## src/rtl/mux_scan_ctrl.sv

```systemverilog
// mux_scan_ctrl: steps a 6:1 mux through every channel and captures its output word.
// Optional loop-back compare of the captured word against mux_d: MUX_SCAN_LOOPBACK_CHECK_EN.
`default_nettype none

module mux_scan_ctrl #(
  parameter int N_CH  = 6,
  parameter int SEL_W = 3,
  parameter int DWELL = 1
) (
  input  logic             clk,
  input  logic             rst_n,
  input  logic             start,
  input  logic [N_CH-1:0]  data_in,
  input  logic             mux_o,
  output logic [N_CH-1:0]  mux_d,
  output logic [SEL_W-1:0] mux_s,
  output logic             busy,
  output logic             done,
  output logic [N_CH-1:0]  cap_out,
  output logic             mismatch
);

  localparam int CNT_W = (DWELL > 1) ? $clog2(DWELL) : 1;
  localparam logic [CNT_W-1:0] CNT_LAST = CNT_W'(DWELL - 1);
  localparam logic [SEL_W-1:0] SEL_LAST = SEL_W'(N_CH - 1);

  typedef enum logic [0:0] {
    ST_IDLE = 1'b0,
    ST_SCAN = 1'b1
  } state_t;

  state_t            state_q, state_d;
  logic [N_CH-1:0]   mux_d_q, mux_d_d;
  logic [SEL_W-1:0]  mux_s_q, mux_s_d;
  logic [CNT_W-1:0]  cnt_q, cnt_d;
  logic [N_CH-1:0]   shift_q, shift_d;
  logic [N_CH-1:0]   cap_q, cap_d;
  logic              done_q, done_d;
  logic [N_CH-1:0]   capture_word;

  // Partial word with the current channel's sample merged in; used both for
  // the running shift register and for the final atomic cap_out load.
  always_comb begin
    capture_word          = shift_q;
    capture_word[mux_s_q] = mux_o;
  end

`ifdef MUX_SCAN_LOOPBACK_CHECK_EN
  logic mismatch_q, mismatch_d;
`endif

  always_comb begin
    state_d = state_q;
    mux_d_d = mux_d_q;
    mux_s_d = mux_s_q;
    cnt_d   = cnt_q;
    shift_d = shift_q;
    cap_d   = cap_q;
    done_d  = 1'b0;
`ifdef MUX_SCAN_LOOPBACK_CHECK_EN
    mismatch_d = mismatch_q;
`endif
    case (state_q)
      ST_IDLE: begin
        if (start) begin
          state_d = ST_SCAN;
          mux_d_d = data_in;
          mux_s_d = '0;
          cnt_d   = '0;
          shift_d = '0;
`ifdef MUX_SCAN_LOOPBACK_CHECK_EN
          mismatch_d = 1'b0;
`endif
        end
      end
      ST_SCAN: begin
        if (cnt_q == CNT_LAST) begin
          cnt_d   = '0;
          shift_d = capture_word;
          if (mux_s_q == SEL_LAST) begin
            cap_d   = capture_word;
            done_d  = 1'b1;
            mux_s_d = '0;
            state_d = ST_IDLE;
`ifdef MUX_SCAN_LOOPBACK_CHECK_EN
            mismatch_d = (capture_word != mux_d_q);
`endif
          end else begin
            mux_s_d = mux_s_q + 1'b1;
          end
        end else begin
          cnt_d = cnt_q + 1'b1;
        end
      end
      default: state_d = ST_IDLE;
    endcase
  end

  always_ff @(posedge clk or negedge rst_n) begin
    if (!rst_n) begin
      state_q <= ST_IDLE;
      mux_d_q <= '0;
      mux_s_q <= '0;
      cnt_q   <= '0;
      shift_q <= '0;
      cap_q   <= '0;
      done_q  <= 1'b0;
    end else begin
      state_q <= state_d;
      mux_d_q <= mux_d_d;
      mux_s_q <= mux_s_d;
      cnt_q   <= cnt_d;
      shift_q <= shift_d;
      cap_q   <= cap_d;
      done_q  <= done_d;
    end
  end

`ifdef MUX_SCAN_LOOPBACK_CHECK_EN
  always_ff @(posedge clk or negedge rst_n) begin
    if (!rst_n) mismatch_q <= 1'b0;
    else        mismatch_q <= mismatch_d;
  end
  assign mismatch = mismatch_q;
`else
  assign mismatch = 1'b0;
`endif

  assign mux_d   = mux_d_q;
  assign mux_s   = mux_s_q;
  assign busy    = (state_q == ST_SCAN);
  assign done    = done_q;
  assign cap_out = cap_q;

endmodule

`default_nettype wire

```

## config.mk

```make
export PLATFORM = sky130hd
export DESIGN_NAME = mux_scan_ctrl
export DESIGN_NICKNAME = d
export VERILOG_FILES = /design/src/rtl/mux_scan_ctrl.sv
export SDC_FILE = /design/constraint.sdc
export NUM_CORES = 1
export LEC_CHECK = 0
export BUFFER_PORTS_ARGS = -buffer_cell sky130_fd_sc_hd__buf_2
export CELL_PAD_IN_SITES_DETAIL_PLACEMENT = 0
export CELL_PAD_IN_SITES_GLOBAL_PLACEMENT = 1
export CORE_ASPECT_RATIO = 0.6
export CORE_MARGIN = 4
export CORE_UTILIZATION = 41
export DETAILED_ROUTE_END_ITERATION = 16
export HOLD_SLACK_MARGIN = 0.02
export MAX_ROUTING_LAYER = met4
export PLACE_DENSITY = 0.9
export SKIP_CTS_REPAIR_TIMING = 1
export SLEW_MARGIN = 20
export SYNTH_ARGS = -nofsm -noshare
export SYNTH_HDL_FRONTEND = slang
export SYNTH_SLANG_ARGS = --single-unit
export TNS_END_PERCENT = 100
```

## constraint.sdc

```tcl
create_clock -name clk -period 3.81 [get_ports clk]
set_clock_uncertainty 0.15 [all_clocks]
set_input_delay 0 -clock clk [delete_from_list [all_inputs] [get_ports clk]]
set_output_delay 0 -clock clk [all_outputs]
set_load 0.1 [all_outputs]
```

==> results.py <==
metrics = {
    "logic_synthesis": {
        "ys_seq_area_frac": 0.563,
        "ys.flop_type": "dfrtp_1",
        "syn_area_um2": 978,
        "synth_seq_cells": 22,
        "syn_inst": 88,
        "yosysWarningCount": 0,
        "synth_cell_types": 27,
        "synthArstFlopShare": 1.00,
        "avgSynthCellArea_um2": 11.1,
        "synth_edf_count": 0,
        "syn_nets": 98,
    },
    "cts": {
        "clock_path_buffers": 2,
        "h-tree-depth": 1,
        "cts_tree": "built",
        "clock_latency_ns": 0.26,
        "clock_tree.root_cell": "clkbuf_8",
        "clk_pin_slew_worst_paths_ns": 0.07,
        "cts_sinks": 22,
        "numCtsBuffers": 3,
    },
    "layout": {
        "final_util": 0.562,
        "nNetsFinal": 132,
        "area_growth_pct": 27.1,
        "fillerInstances": 207,
        "drive_gt1_frac": 0.298,
        "layout_commonest_cell": "buf_2",
        "layout_common_cells": "buf_2, nand2_1, dfrtp_1, dlygate4sd3_1, mux2_1",
        "num_antenna_cells": 0,
    },
    "global_routing": {
        "grt_first_pass_wirelength_um": 3040,
        "grt_pass1_vias": 654,
        "grt-ovfl-total": 0,
        "grt_usage": 0.129,
        "antenna_found_initial": 0,
        "grt_max_degree": 23,
    },
    "placement": {
        "gp_congestion": 0.713,
        "port_buffers": 26,
        "hpwl_um": 1380,
    },
    "critical_path": {
        "crit_type": "reg -> reg",
        "r2r_start": "busy",
        "ff2ff_setup_slack_ns": 2.08,
        "start_kind": "register",
        "r2r_end": "mux_d[0]",
        "cp_max_fo": 15,
        "cp.required_ns": 3.80,
        "cp-end-kind": "register",
        "r2r_cells": 2,
        "cp.arrival_ns": 1.73,
    },
    "timing": {
        "grt_setup_unrepaired": "no",
        "relSlewSlack": 0.606,
        "fin_crit_sh": 0.455,
        "worst_slew_pin_slew_ns": 0.589,
        "fin_tns_setup_ns": 0,
        "setup_viol": 0,
        "min_period_ns": 1.73,
        "final_max_slew_viol_count": 0,
        "hold_violations": 0,
        "fmax_mhz": 577,
    },
    "floorplan": {
        "die_x_um": 71.1,
        "die_h_um": 45.8,
        "initial_core_util": 0.442,
        "rows": 13,
        "io_pins": 28,
        "coreArea_um2": 2210,
        "die_area_um2": 3260,
    },
    "route": {
        "ant_nets": 0,
        "post_drt_wl_per_cell_um": 13.3,
        "routed_via_density": 4.89,
        "route.detailed.drc": 0,
        "routed_wl_um": 2010,
        "vias": 738,
        "drt_iter0_markers": 31,
        "dr.pass1.iters": 4,
    },
    "run": {
        "cap_viol_max_count": 0,
    },
    "run_status": {
        "status": "completed",
    },
    "hold_path": {
        "hp-class": "in -> async",
    },
}
[worst max path at each step]
| stage | slack, ns | endpoint | startpoint |
|---|---|---|---|
| detailed placement | 2.10 | mux_d[0] | busy |
| finish | 2.08 | mux_d[0] | busy |
| CTS | 2.07 | mux_d[0] | busy |
| floorplan | 1.72 | shift_q[1] | mux_s[0] |
| global route | 1.99 | mux_d[0] | busy |
| global placement | 2.17 | mux_d[4] | busy |
[layer usage]
metal  up-vias  wire (um)  GRT usage
met4         0          8     0.0337
met3         2        122     0.0551
met5         -          0          -
li1        362          -          -
met2        18        987      0.208
met1       356        887      0.151
[registers in the layout (all words and copies together) (netlist names)]
register and cells:
cap_out 6, mux_d 6, shift_q 5, mux_s 3, busy 1, done 1
[metrics by stage]
| step | std cells | cell area (um2) | hold slack, ns | setup WS [ns] |
|---|---|---|---|---|
| after detailed placement | 138 | 1100 | -0.158 | 2.10 |
| after CTS | 142 | 1150 | -0.443 | 2.07 |
| after floorplan | 88 | 978 | -0.446 | 1.72 |
| after global routing | 151 | 1240 | 0.124 | 1.99 |
| final | 151 | 1240 | 0.0761 | 2.08 |
| after global placement | 138 | 1100 | -0.168 | 2.17 |
[final cells by class]
class,instances,area (um2),area share
clock buffers,4,55.1,0.0443
inverters,3,11.3,0.00905
multi-input cells,57,369,0.297
flip-flops and latches,22,551,0.443
well taps,30,37.5,0.0302
repair buffers,35,220,0.177
[critical path, stage by stage, from the launching register on]
cell and delay [ns]:
dfrtp_1 0.55, nor2b_1 0.53, mux2_1 0.39
[synth_stat cells (all sizes together), types with 2 or more instances]
| cell type | number | area [um2] |
|---|---|---|
| nand2 | 22 | 82.6 |
| nor3b | 3 | 33.8 |
| nor2 | 2 | 7.51 |
| o21ai | 4 | 20.0 |
| mux2 | 7 | 82.6 |
| dfrtp | 22 | 551 |
| nand3 | 3 | 15.0 |
| o31ai | 2 | 15.0 |
| o211ai | 3 | 22.5 |
| inv | 3 | 11.3 |
| buf | 6 | 47.5 |
[cells by family after synthesis]
| family | after synthesis | share of synthesized area |
|---|---|---|
| AND/OR/NAND/NOR | 36 | 0.201 |
| flip-flops | 22 | 0.563 |
| AO/OA/AOI/OAI | 13 | 0.0882 |
| buffers and inverters | 9 | 0.0601 |
| multiplexers | 7 | 0.0844 |
| other | 1 | 0.00383 |
Power is not shown: default switching activity piles up to over one toggle a cycle in this logic, so the estimate is an artifact.
